===== src/rtl/amba_prot_axi_encoder.sv =====
// AMBA protection-bundle to AXI4 AxPROT/AxCACHE encoder.
// Requests are encoded on entry, held in a small FIFO and issued in order.
// Outstanding issued transactions are counted, and a fence keeps secure and
// non-secure traffic from being in flight together.
module amba_prot_axi_encoder #(
    parameter int ADDR_W  = 32,
    parameter int ID_W    = 4,
    parameter int DEPTH   = 2,
    parameter int MAX_OUT = 8
) (
    input  logic                         clock,
    input  logic                         reset,
    input  logic                         in_valid,
    output logic                         in_ready,
    input  logic [ADDR_W-1:0]            in_addr,
    input  logic [ID_W-1:0]              in_id,
    input  logic                         in_write,
    input  logic                         in_fetch,
    input  logic                         in_secure,
    input  logic                         in_privileged,
    input  logic                         in_writealloc,
    input  logic                         in_readalloc,
    input  logic                         in_modifiable,
    input  logic                         in_bufferable,
    output logic                         out_valid,
    input  logic                         out_ready,
    output logic [ADDR_W-1:0]            out_addr,
    output logic [ID_W-1:0]              out_id,
    output logic                         out_write,
    output logic [2:0]                   out_prot,
    output logic [3:0]                   out_cache,
    input  logic                         resp_valid,
    output logic [$clog2(MAX_OUT+1)-1:0] outstanding,
    output logic                         err
);
    localparam int PTR_W  = (DEPTH > 1) ? $clog2(DEPTH) : 1;
    localparam int CNT_W  = $clog2(DEPTH + 1);
    localparam int OUT_W  = $clog2(MAX_OUT + 1);
    localparam int PEND_W = $clog2(DEPTH + MAX_OUT + 1);

    typedef struct packed {
        logic [ADDR_W-1:0] addr;
        logic [ID_W-1:0]   id;
        logic              write;
        logic [2:0]        prot;
        logic [3:0]        cache;
    } entry_t;

    entry_t             mem_q [DEPTH];
    entry_t             ent_d;
    entry_t             head;
    logic [PTR_W-1:0]   wr_ptr_q, wr_ptr_d, rd_ptr_q, rd_ptr_d;
    logic [CNT_W-1:0]   count_q, count_d;
    logic [OUT_W-1:0]   outstanding_q, outstanding_d;
    logic               last_secure_q, last_secure_d;
    logic               err_q, err_d;
    logic [PEND_W-1:0]  pending;
    logic               fence_stall, out_stall, push, pop, resp_ok;

    // Acceptance, handshakes and the encoded entry for the incoming request.
    always_comb begin
        pending     = PEND_W'(count_q) + PEND_W'(outstanding_q);
        fence_stall = (pending != '0) && (in_secure != last_secure_q);
        out_stall   = pending >= PEND_W'(MAX_OUT);
        in_ready    = (count_q < CNT_W'(DEPTH)) && !fence_stall && !out_stall;
        out_valid   = count_q != '0;
        push        = in_valid && in_ready;
        pop         = out_valid && out_ready;
        resp_ok     = resp_valid && (outstanding_q != '0);

        // fetch is dropped from prot[2] for writes; non-modifiable kills allocate hints
        ent_d.addr  = in_addr;
        ent_d.id    = in_id;
        ent_d.write = in_write;
        ent_d.prot  = {in_fetch & ~in_write, ~in_secure, in_privileged};
        ent_d.cache = {in_writealloc & in_modifiable, in_readalloc & in_modifiable,
                       in_modifiable, in_bufferable};
    end

    // Next-state for pointers, occupancy, outstanding count and flags.
    always_comb begin
        wr_ptr_d      = push ? wr_ptr_q + 1'b1 : wr_ptr_q;
        rd_ptr_d      = pop  ? rd_ptr_q + 1'b1 : rd_ptr_q;
        count_d       = count_q;
        outstanding_d = outstanding_q;
        last_secure_d = push ? in_secure : last_secure_q;
        err_d         = err_q | (push & in_write & in_fetch)
                              | (resp_valid & (outstanding_q == '0));
        case ({push, pop})
            2'b10:   count_d = count_q + 1'b1;
            2'b01:   count_d = count_q - 1'b1;
            default: count_d = count_q;
        endcase
        case ({pop, resp_ok})
            2'b10:   outstanding_d = outstanding_q + 1'b1;
            2'b01:   outstanding_d = outstanding_q - 1'b1;
            default: outstanding_d = outstanding_q;
        endcase
    end

    // Control state; reset discards queued entries and the in-flight count.
    always_ff @(posedge clock or posedge reset) begin
        if (reset) begin
            wr_ptr_q      <= '0;
            rd_ptr_q      <= '0;
            count_q       <= '0;
            outstanding_q <= '0;
            last_secure_q <= 1'b0;
            err_q         <= 1'b0;
        end else begin
            wr_ptr_q      <= wr_ptr_d;
            rd_ptr_q      <= rd_ptr_d;
            count_q       <= count_d;
            outstanding_q <= outstanding_d;
            last_secure_q <= last_secure_d;
            err_q         <= err_d;
        end
    end

    // Entry storage; contents are only visible through the valid-gated mux.
    always_ff @(posedge clock) begin
        if (push) mem_q[wr_ptr_q] <= ent_d;
    end

    // Head-of-queue outputs, forced to zero while the FIFO is empty.
    always_comb begin
        head        = mem_q[rd_ptr_q];
        out_addr    = out_valid ? head.addr  : '0;
        out_id      = out_valid ? head.id    : '0;
        out_write   = out_valid ? head.write : 1'b0;
        out_prot    = out_valid ? head.prot  : 3'b000;
        out_cache   = out_valid ? head.cache : 4'b0000;
        outstanding = outstanding_q;
        err         = err_q;
    end
endmodule


===== config.mk =====
export PLATFORM = sky130hd
export DESIGN_NAME = amba_prot_axi_encoder
export DESIGN_NICKNAME = d
export VERILOG_FILES = /design/src/rtl/amba_prot_axi_encoder.sv
export SDC_FILE = /design/constraint.sdc
export NUM_CORES = 1
export LEC_CHECK = 0
export ABC_CLOCK_PERIOD_IN_PS = 3600
export BUFFER_PORTS_ARGS = -buffer_cell sky130_fd_sc_hd__clkbuf_2
export CAP_MARGIN = 0
export CORE_MARGIN = 3
export CORE_UTILIZATION = 48
export DETAILED_ROUTE_END_ITERATION = 7
export GPL_TIMING_DRIVEN = 0
export PLACE_DENSITY = 0.74
export SLEW_MARGIN = 20
export SYNTH_ARGS = -nofsm -noshare
export SYNTH_HDL_FRONTEND = slang
export SYNTH_SLANG_ARGS = --single-unit

===== constraint.sdc =====
create_clock -name clock -period 3.6 [get_ports clock]
set_input_delay 0.36 -clock clock [delete_from_list [all_inputs] [get_ports clock]]
set_output_delay 0.36 -clock clock [all_outputs]
set_load 0.1 [all_outputs]

; Word level (Yosys, flattened, before mapping)
; Memories as Yosys holds them, arrays and structs flattened.
; Index checks and enable logic that the tools add are counted.
[word_totals]
ff_bits = 10
ramBits = 88
inputBits = 49
out_inout_bits = 51
elab_cells = 54
n_memories = 1
[classes]
addsub = 7
n_lt_le_gt_ge = 2
eq_ne = 5
muxes = 9
n_bitwise = 10
reduce_logical = 14
[mem_list]
columns = name, depth, width, read_ports, rd_clocked_by_memory_dff, wr, line_no
row1 = mem_q, 2, 44, 1, 0, 1, 49  ; entry_t mem_q [DEPTH];
[ops]
columns = operator, n
row1 = $mux 32, 1
row2 = $mux 4, 2
row3 = $pmux 4 s2, 1
row4 = $reduce_bool 4->1, 2
row5 = $and 1x1->1, 6
row6 = $logic_and 1x1->1, 6
row7 = $reduce_bool 2->1, 3
row8 = $add 2x4->4, 1
row9 = $add 4x1->4 const B, 1
row10 = $eq 2x1->1 const B, 2
row11 = $eq 2x2->1 const B, 2
row12 = $ge 4x4->1 const B, 1
row13 = $logic_not 4->1, 1
row14 = $pmux 2 s2, 1
row15 = $sub 4x1->4 const B, 1
row16 = $mux 1, 3
row17 = $mux 3, 1
row18 = $add 1x1->1 const B, 2
row19 = $add 2x1->2 const B, 1
row20 = $logic_not 1->1, 2
row21 = $lt 2x2->1 const B, 1
row22 = $not 1->1, 2
row23 = $or 1x1->1, 2
row24 = $sub 2x1->2 const B, 1
row25 = $ne 1x1->1, 1

; Logic depth before layout (Yosys ltp)
[logic_depth]
word_depth = 11
ltp_mapped = 9
depth_no_buf = 9

; Worst setup path after synthesis
; OpenSTA, ideal clock, no wires.
[synth_path]
kind = register to register
startpoint = register outstanding_q[0], in the netlist outstanding[0]
endpoint = memory mem_q[0][0] in the netlist's numbering, enable pin
setup_time_ns = 0.446
arrival_time_ns = 4.142
required_time_ns = 3.154
setup_slack_ns = -0.988
stages_incl_launch_ff = 8
path_buffers = 0
period_less_slack_ns = 4.588
path_cell_list = dfrtp_1 -> ha_1 -> inv_1 -> fa_1 -> nand2b_1 -> o21ai_2 -> nand4_4 -> nor2_1
[synth_via]
elab_chain_cells = 9
[synth_rtl]
columns = item, line_no
row1 = start: declaration, 54  ; logic [OUT_W-1:0] outstanding_q, outstanding_d;
row2 = start signal: assignment, 114  ; outstanding_q <= outstanding_d;
row3 = $add 2x4->4 (*), 62  ; pending = PEND_W'(count_q) + PEND_W'(outstanding_q);
row4 = "parallel branches: the longest is 4 deep, another holds $ge 4x4->1", n/a
row5 = $logic_and 1x1->1 (*), 65  ; in_ready = (count_q < CNT_W'(DEPTH)) && !fence_stall && !out_stall;
row6 = $logic_and 1x1->1 (*), 67  ; push = in_valid && in_ready;
row7 = $mux 1 (*), 122  ; if (push) mem_q[wr_ptr_q] <= ent_d;
row8 = $mux 1 (implied by the code) (*), 122
row9 = end: declaration, 49
; Mark *: on every way between the ends.

; Final worst setup path
[layout_path]
startpoint = register outstanding_q[0], in the netlist outstanding[0]
endpoint = output in_ready
[layout_via]
elab_chain_cells = 6
[layout_rtl]
columns = item, line_no
row1 = $add 2x4->4 (*), 62
row2 = "parallel branches: the longest is 4 deep, another holds $ge 4x4->1", n/a
row3 = $logic_and 1x1->1 (*), 65
row4 = end: declaration, 14  ; output logic in_ready,
; Marked as above.

==> results.yml <==
synth:
  yosysMostFrequentCell: "sky130_fd_sc_hd__edfxtp_1"
  seq_area_frac_synth: 0.720
  ys_async_sr_fraction: 0.102
  yosys_most_used_dff: "sky130_fd_sc_hd__edfxtp_1"
  synth_area_mm2: 0.00402
  synth_enable_flop_cells: 88
  synth.yosys.warnings: 0
  avgSynthCellArea_um2: 15.3
  synth_top_cells_by_count: "sky130_fd_sc_hd__edfxtp_1 (88), sky130_fd_sc_hd__nor2_1 (50), sky130_fd_sc_hd__mux2i_1 (46)"
  synth_largest_type_area_fraction: 0.657
  number_of_nets_in_the_synthesized_netlist: 318
  flip_flop_and_latch_count_after_synthesis: 98
  post_synth_inst_count: 262
  post-synth-top-area-cell: "sky130_fd_sc_hd__edfxtp_1"
  number_of_library_cell_types_mapped_by_synthesis: 30
  post_synth_main_area_contributors: "sky130_fd_sc_hd__edfxtp_1 (66%), sky130_fd_sc_hd__mux2i_1 (11%), sky130_fd_sc_hd__dfrtp_1 (6.2%)"
critical_path:
  critPathArrivalTime_ns: 2.56
  timing.critical_path.required_ns: 3.24
  worstSetupStartpointType: "flop"
  worst-r2r-setup-slack_ns: 0.69
  worstPathMaxFanout: 6
  worstSetupPathType: "flop to output pin"
  timing.critical_path.to_type: "output pin"
min_path:
  hold_path.class: "input pin to flop"
floorplanning:
  core_area_mm2: 0.00793
  dieHeight_um: 97.5
  floorplan.die.width_um: 97.5
  die_area_mm2: 0.00951
  rows: 32
  start_util: 0.507
  ios: 100
run:
  timing.max_cap.violations: 0
global_routing:
  gr-total-overflow: 0
  grt.total_usage: 0.161
  global_route_wire_length_before_repair_um: 11900
  globalRouteMet2Util: 0.273
  grt_antenna_before_repair: 0
  use_met3: 0.0366
  grt_pass1_vias: 2490
  globalRouteMet1Util: 0.192
  grt_most_used_layer: "met2"
  pin_count_of_the_biggest_net_entering_global_routing: 25
clocking:
  htree_num_levels: 3
  cts.sinks: 98
  numCtsBuffers: 9
  tritoncts_clock_tree: "yes"
  cts_buffer_depth: 2
  cts.repair_timing.setup_buffer_count: 0
  cts.clk_slew.worst_paths_ns: 0.11
  postCtsResizedCells: 0
  clk_latency_ns: 0.37
  ctsHoldBuffers: 1
  root_buffer: "sky130_fd_sc_hd__clkbuf_8"
sta:
  fraction_of_the_cycle_the_final_worst_path_needs: 0.812
  timing.final.crit_period_ns: 2.92
  final.setup_skew_ns: 0.0147
  timing.final.max_slew_violations: 0
  report.final.hold_viol_count: 0
  timing.fmax_mhz: 342
  timing.final.setup_violations: 0
  grt_setup_unrepaired: "no"
  relSlewSlack: 0.516
  worstMarginPinSlew_ns: 0.724
  hold-worst-slack_ns: 0.178
detailed_routing:
  final_antenna_net_count: 0
  detailroute.via_count: 2457
  routed_wire_length_per_instance_um: 15.3
  avgViaCountPerCell: 5.10
  dr_iter_0_viols: 79
  drt-pass1-iter-count: 4
  drt_drc_violations_left: 0
  totalWireLength_um: 7390
layout:
  final_cell_area_mm2: 0.00493
  antenna-diode-count: 0
  fraction_of_layout_instances_using_a_drive_strength_above_1: 0.339
  layout-area-overhead-vs-synth_pct: 22.6
  nets: 431
outcome:
  outcome: "finished, final reports clean"
placement:
  post-dp-hpwl_um: 5120
  place_congestion: 0.731
  placed_area_mm2: 0.00470
  port_buffers: 99
-- worst max-delay path: stages, from the launching register on --
cell and delay (ns):
sky130_fd_sc_hd__dfrtp_1 0.47, sky130_fd_sc_hd__ha_1 0.23, sky130_fd_sc_hd__inv_1 0.07, sky130_fd_sc_hd__fa_1 0.47, sky130_fd_sc_hd__nand2b_1 0.06, sky130_fd_sc_hd__o21ai_2 0.25, sky130_fd_sc_hd__nand2_1 0.12, sky130_fd_sc_hd__nor2_2 0.08
sky130_fd_sc_hd__clkbuf_2 0.45
-- worst paths after layout --
kind                                 from             to  depth (start not counted)
setup / recovery           outstanding[0]       in_ready                          8
hold / removal              in_privileged    mem_q[1][4]                          1
setup reg to reg           outstanding[0]    mem_q[1][5]                          8
hold reg to reg                       err            err                          2
max in group asynchronous           reset     count_q[1]                          3
min in group asynchronous           reset  last_secure_q                          3
-- cell usage in the layout (no fill, tap or decap), types with 2 or more instances in the layout --
cell	count
sky130_fd_sc_hd__a21o_1	2
sky130_fd_sc_hd__a21oi_1	2
sky130_fd_sc_hd__and2_1	2
sky130_fd_sc_hd__buf_12	2
sky130_fd_sc_hd__buf_2	5
sky130_fd_sc_hd__clkbuf_1	5
sky130_fd_sc_hd__clkbuf_2	99
sky130_fd_sc_hd__clkbuf_8	9
sky130_fd_sc_hd__dfrtp_1	10
sky130_fd_sc_hd__edfxtp_1	88
sky130_fd_sc_hd__fa_1	2
sky130_fd_sc_hd__ha_1	5
sky130_fd_sc_hd__inv_1	10
sky130_fd_sc_hd__inv_6	2
sky130_fd_sc_hd__inv_8	2
sky130_fd_sc_hd__mux2i_1	46
sky130_fd_sc_hd__nand2_1	6
sky130_fd_sc_hd__nand3_1	3
sky130_fd_sc_hd__nor2_1	47
sky130_fd_sc_hd__nor2_4	2
sky130_fd_sc_hd__nor2b_1	3
sky130_fd_sc_hd__o21ai_0	4
sky130_fd_sc_hd__xnor2_1	5
sky130_fd_sc_hd__xor2_1	2
-- registers in the layout, indices dropped and copies added, names as in the netlist --
| signal | flops |
|---|---|
| err | 1 |
| count_q | 2 |
| rd_ptr_q | 1 |
| wr_ptr_q | 1 |
| mem_q | 88 |
| outstanding | 4 |
| last_secure_q | 1 |
-- per-stage QoR --
stage / setup TNS (ns) / cells / setup slack, ns / util
3_5_place_dp: 0 / 465 / 0.655 / 0.593
5_1_grt: 0 / 482 / 0.491 / 0.622
3_3_place_gp: -29.32 / 463 / -0.335 / 0.587
6_report: 0 / 482 / 0.678 / 0.622
2_1_floorplan: -23.01 / 262 / -0.261 / -
4_1_cts: 0 / 482 / 0.628 / 0.622
-- area by class of cell --
cell class              instances  area, um2
fillers                       630       3000
flip-flops and latches         98       2890
multi-input cells             144       1060
repair buffers                102        546
well taps                     102        128
clock buffers                   9        124
clock inverters                 7       95.1
plain buffers                  10       43.8
inverters                      10       37.5
-- per-layer routing --
| layer | vias up | wire length, um |
|---|---|---|
| met3 | 12 | 407 |
| met1 | 1196 | 3080 |
| met5 | - | 0 |
| met4 | 0 | 140 |
| li1 | 1176 | - |
| met2 | 73 | 3760 |
-- cells by family (layout without fill, tap and decap cells) --
| kind of cell | count (synthesis) | in the layout | share of synthesized area |
|---|---|---|---|
| simple gates | 71 | 71 | 0.0797 |
| xor+xnor | 7 | 7 | 0.0153 |
| compound gates | 12 | 12 | 0.0215 |
| flops | 98 | 98 | 0.720 |
| fa+ha+maj | 7 | 7 | 0.0255 |
| buf+inv | 20 | 138 | 0.0202 |
| mux | 47 | 47 | 0.118 |
Power is not shown: default switching activity piles up to over one toggle a cycle in this logic, so the estimate is an artifact.
